## src/rtl/sat_accum_16_pkg.sv

```systemverilog
// Shared definitions for the saturating accumulator: FSM encoding and
// the signed 16-bit saturation limits.
package sat_accum_16_pkg;

    typedef enum logic [1:0] {
        S_IDLE = 2'b00,
        S_ACC  = 2'b01,
        S_DONE = 2'b10
    } state_e;

    localparam logic [15:0] SAT_POS = 16'h7FFF;
    localparam logic [15:0] SAT_NEG = 16'h8000;

endpackage

```

## src/rtl/sat_accum_16_adder.sv

```systemverilog
// 16-bit signed saturating adder: clamps to SAT_POS/SAT_NEG when two
// like-signed operands produce a sum of the opposite sign.
module sat_accum_16_adder
    import sat_accum_16_pkg::*;
(
    input  logic [15:0] A,
    input  logic [15:0] B,
    output logic [15:0] Sum,
    output logic        Ovfl
);

    logic [15:0] raw;

    assign raw = A + B;

    always_comb begin
        Sum  = raw;
        Ovfl = 1'b0;
        if (A[15] && B[15] && !raw[15]) begin
            Sum  = SAT_NEG;
            Ovfl = 1'b1;
        end else if (!A[15] && !B[15] && raw[15]) begin
            Sum  = SAT_POS;
            Ovfl = 1'b1;
        end
    end

endmodule

```

## src/rtl/sat_accum_16.sv

```systemverilog
// Multi-cycle saturating accumulator for vector sum/reduction ops; emits
// the saturated total with N/Z/V flags once per start.
module sat_accum_16
    import sat_accum_16_pkg::*;
#(
    parameter int          CNT_W    = 8,
    parameter logic [15:0] ACC_INIT = 16'h0000
) (
    input  logic             clk,
    input  logic             rst_n,
    input  logic             start,
    input  logic [CNT_W-1:0] count,
    input  logic             in_valid,
    output logic             in_ready,
    input  logic [15:0]      in_data,
    output logic             out_valid,
    input  logic             out_ready,
    output logic [15:0]      result,
    output logic             flag_n,
    output logic             flag_z,
    output logic             flag_v,
    output logic             busy,
    output logic [1:0]       dbg_state
);

    // Handshakes: an operand transfers on a cycle where in_valid && in_ready;
    // the result transfers on out_valid && out_ready. Once out_valid is high,
    // result and flags hold until that transfer.

    state_e           state;
    logic [15:0]      acc;
    logic [CNT_W-1:0] cnt;
    logic             v_sticky;
    logic [15:0]      add_sum;
    logic             add_ovfl;

    sat_accum_16_adder u_adder (
        .A    (acc),
        .B    (in_data),
        .Sum  (add_sum),
        .Ovfl (add_ovfl)
    );

    always_ff @(posedge clk or negedge rst_n) begin
        if (!rst_n) begin
            state    <= S_IDLE;
            acc      <= ACC_INIT;
            cnt      <= '0;
            v_sticky <= 1'b0;
        end else begin
            case (state)
                S_IDLE: begin
                    if (start) begin
                        acc      <= ACC_INIT;
                        v_sticky <= 1'b0;
                        if (count != '0) begin
                            cnt   <= count;
                            state <= S_ACC;
                        end else begin
                            state <= S_DONE;
                        end
                    end
                end
                S_ACC: begin
                    if (in_valid) begin
                        acc      <= add_sum;
                        v_sticky <= v_sticky | add_ovfl;
                        cnt      <= cnt - 1'b1;
                        if (cnt == CNT_W'(1)) state <= S_DONE;
                    end
                end
                S_DONE: begin
                    if (out_ready) state <= S_IDLE;
                end
                // The unused fourth encoding falls back to IDLE.
                default: state <= S_IDLE;
            endcase
        end
    end

    assign in_ready  = (state == S_ACC);
    assign out_valid = (state == S_DONE);
    assign busy      = (state != S_IDLE);
    assign dbg_state = state;

    assign result = acc;
    assign flag_n = acc[15];
    assign flag_z = (acc == 16'h0000);
    assign flag_v = v_sticky;

endmodule
```

## config.mk

```make
export PLATFORM = sky130hd
export DESIGN_NAME = sat_accum_16
export DESIGN_NICKNAME = d
export VERILOG_FILES = /design/src/rtl/sat_accum_16_pkg.sv /design/src/rtl/sat_accum_16_adder.sv /design/src/rtl/sat_accum_16.sv
export SDC_FILE = /design/constraint.sdc
export NUM_CORES = 1
export LEC_CHECK = 0
export CORE_UTILIZATION = 45
export CTS_CLUSTER_DIAMETER = 100
export DETAILED_ROUTE_END_ITERATION = 12
export PLACE_DENSITY_LB_ADDON = 0.1
export SLEW_MARGIN = 20
export SYNTH_ARGS = -nofsm -noshare
export SYNTH_HDL_FRONTEND = slang
export SYNTH_SLANG_ARGS = --single-unit
```

## constraint.sdc

```tcl
create_clock -name clk -period 2.4 [get_ports clk]
set_clock_uncertainty 0.2 [all_clocks]
set_input_delay 0.6 -clock clk [delete_from_list [all_inputs] [get_ports clk]]
set_output_delay 0.6 -clock clk [all_outputs]
set_load 0.1 [all_outputs]
```

==> reports/qor.csv <==
stage,metric,value,unit
critical_path,r2r_end,result[10]$_DFFE_PN0P_,
run_status,violations,"design-rule violations, negative setup slack",
critical_path,slowest_delay,0.50,ns
critical_path,arrival,2.64,ns
flow_run,drv_cap,0,
floorplanning,core_area,0.00447,sq mm
routing,routedWlPerCell,16.1,microns
cts,clk_pin_slew,0.10,ns
grt,grt_pass1_wl,10800,microns
finish,drive_above_1_share,47.9,%
synth,avgSynthCellArea,8.43,sq um
sta,fin_ws,-0.269,ns
synth,synth-xor-area-share,5.29,%
finish,nets,430,
synth,synth_most_common_cell,nor2_1,
synth,synth_nets,304,
critical_path,critPathLaunch,result[0]$_DFFE_PN0P_,
cts,cts_made_buffers,3,
sta,layout_min_cycle_time,2.67,ns
critical_path,critical_path_buf_inv_count,2,
synth,yosys_warnings,0,
synth,synth_cell_type_count,48,
critical_path,critPathSlowestCell,dfrtp_4,
critical_path,crit_path_cell_trace,ha_4 > buf_4 > a211o_1 > a211o_1 > a21oi_4 > a21oi_4 > mux2_4 > nand3_4 > buf_12 > o21ai_2,
sta,period_share,111,%
sta,fin_hold_ws,0.326,ns
grt,grt_pass1_vias,2295,
sta,relSlewSlack,49.9,%
hold_path,holdCritPathClass,flop to flop,
critical_path,path_max_fanout,5,
finish,antenna_cells,0,
floorplanning,top_level_ports,53,
sta,tightest_slew,0.745,ns
placed_design,placed_area,0.00337,sq mm
placed_design,dp_slack,-0.896,ns
floorplanning,dieArea,0.00506,sq mm
grt,gr-total-overflow,0,
synth,ys_top_cells_by_count,"nor2_1 (35), dfrtp_1 (27), nand2_1 (25), o21ai_0 (25), ha_1 (19)",
synth,synth_edf_count,0,
synth,synth_top_family_by_area,compound AO/OA/AOI/OAI gates,
floorplanning,std_cell_rows,24,
placed_design,gp_congestion,0.823,
critical_path,critPathKind,flop to flop,
critical_path,r2r.worst_path.cells,10,
synth,ys_seq_area_share,31.4,%
synth,syn-cell-area,0.00215,sq mm
cts,cts_tree,yes,
critical_path,r2r_setup_slack,-0.27,ns
routing,ant_nets,0,
synth,synth_compound_area_share,26.0,%
critical_path,start_kind,flop,
critical_path,cp-end-kind,flop,
critical_path,worst-path-stages,10,
sta,fmaxAchievable,375,MHz
synth,synth-main-ff-cell,dfrtp_1,
sta,hold_viol_final,0,
grt,grt_max_degree,28,
run_status,status,"finished, violations left",
placed_design,port_buffers,52,
floorplanning,dieHeight,71.1,microns
cts,insertion_delay,0.28,ns
synth,post-synth-top-area-cell,dfrtp_1,
routing,post-route-drc-count,5,
synth,yosysTopAreaCellShare,31.4,%
routing,drt-total-wl,6980,microns
sta,finalSetupViolations,18,
synth,muxShareOfSynthArea,1.75,%
finish,areaGrowthSynthToFinish,77.9,%
cts,cts-root-buf,clkbuf_8,
synth,async_flop_share,100,%
critical_path,cp-endpoint,result[10]$_DFFE_PN0P_,
synth,synthAdderAreaFrac,12.0,%
critical_path,cp.required,2.37,ns
sta,drv_slew,0,
cts,cts_max_level,1,
critical_path,rr_startpoint,result[0]$_DFFE_PN0P_,
routing,vias_per_cell,5.60,
synth,synth-simple-area-share,19.1,%
cts,cts.sinks,27,
grt,grt_usage,27.0,%
synth,synthTopCellsByArea,"dfrtp_1 (31%), ha_1 (11%), nor2_1 (6.1%), o21ai_0 (5.8%), nand2_1 (4.4%)",
placed_design,dpl.hpwl,4740,microns
sta,rsz0062_at_grt,true,
floorplanning,start_util,48.1,%
floorplanning,dieWidth,71.1,microns
grt,antenna_found_initial,0,
finish,fin_area,0.00383,sq mm
routing,vias,2421,
cts,cts-hold-fix-buffers,0,
critical_path,critPathTopFamily,compound AO/OA/AOI/OAI gates,
routing,first_pass_iters,8,
cts,cts_buffer_depth,2,
synth,ys_ff_latch,27,
routing,drt_iter0_markers,127,
synth,synthCells,255,
area by class of cell:
class                           count  area [sq um]
Clock buffer                        3          41.3
Sequential cell                    27           717
Inverter                           10          41.3
Fill cell                         239           648
Multi-Input combinational cell    210          1750
Tap cell                           52          65.1
Timing Repair Buffer              129          1210
Clock inverter                      1          5.00
worst reg2reg max path, delay by kind of cell (launching register included):
kind,cells,cell delay [ns]
multiplexers,1,0.35
flip-flops,1,0.50
AND/OR/NAND/NOR,1,0.14
AO/OA/AOI/OAI,5,0.94
buffers and inverters,2,0.28
adder cells (fa/ha/maj),1,0.17
per-layer routing:
metal  part of all wire (%)  GRT usage (%)  vias up
li1                       -              -     1171
met1                     46           37.1     1197
met2                     51           47.2       51
met3                    3.2           2.71        2
met4                   0.23           4.00        0
met5                      0              0        -
state kept, by name, summed over array words and instances, names as in the netlist:
signal	count
flag_v	1
cnt	8
result	16
dbg_state	2
stage by stage:
step | TNS, ns | util (%) | instances
after floorplan | -5.88 | - | 255
after global placement | -14.66 | 75.3 | 413
after detailed placement | -15.71 | 75.3 | 413
after CTS | -3.59 | 82.8 | 428
after global routing | -4.70 | 85.5 | 432
final | -3.75 | 85.5 | 432
cells in the final DEF (no fill, tap or decap), drive strengths merged, types with 3 or more instances in the layout:
| cell type | count |
|---|---|
| xnor2 | 8 |
| a22oi | 3 |
| dfrtp | 27 |
| nor2 | 35 |
| or4 | 3 |
| nor4 | 7 |
| nand2 | 25 |
| buf | 103 |
| nor3 | 3 |
| a21oi | 19 |
| dlygate4sd2 | 10 |
| inv | 9 |
| a31oi | 3 |
| clkdlybuf4s50 | 13 |
| a211oi | 3 |
| ha | 19 |
| and2 | 3 |
| a21o | 7 |
| o21ai | 36 |
| nand3 | 3 |
| nand2b | 4 |
| clkbuf | 3 |
| xor2 | 5 |
cells by family (layout without fill, tap and decap cells):
family / after synthesis / count (layout)
compound gates: 85 / 85
buf+inv: 19 / 143
flops: 27 / 27
simple gates: 89 / 90
fa+ha+maj: 20 / 20
xor+xnor: 13 / 13
mux: 2 / 2
what timing repair did:
action                     CTS  global route
setup endpoints to repair   18            19
buffers inserted            10             3
gates resized for setup     54            16
pin swaps                   25            15
gates cloned                 1             1
worst min path at each step:
stage	start	end	slack [ns]	cells after the start
finish	cnt[6]$_DFFE_PN0P_	cnt[6]$_DFFE_PN0P_	0.33	2
global route	cnt[6]$_DFFE_PN0P_	cnt[6]$_DFFE_PN0P_	0.34	2
CTS	cnt[6]$_DFFE_PN0P_	cnt[6]$_DFFE_PN0P_	0.32	2
detailed placement	cnt[6]$_DFFE_PN0P_	cnt[6]$_DFFE_PN0P_	0.30	2
global placement	cnt[6]$_DFFE_PN0P_	cnt[6]$_DFFE_PN0P_	0.29	2
floorplan	rst_n	cnt[0]$_DFFE_PN0P_	0.10	0
Power is left out: the tool's default activity adds up to more than one toggle a clock period on the data nets, which glitch-free logic cannot reach.
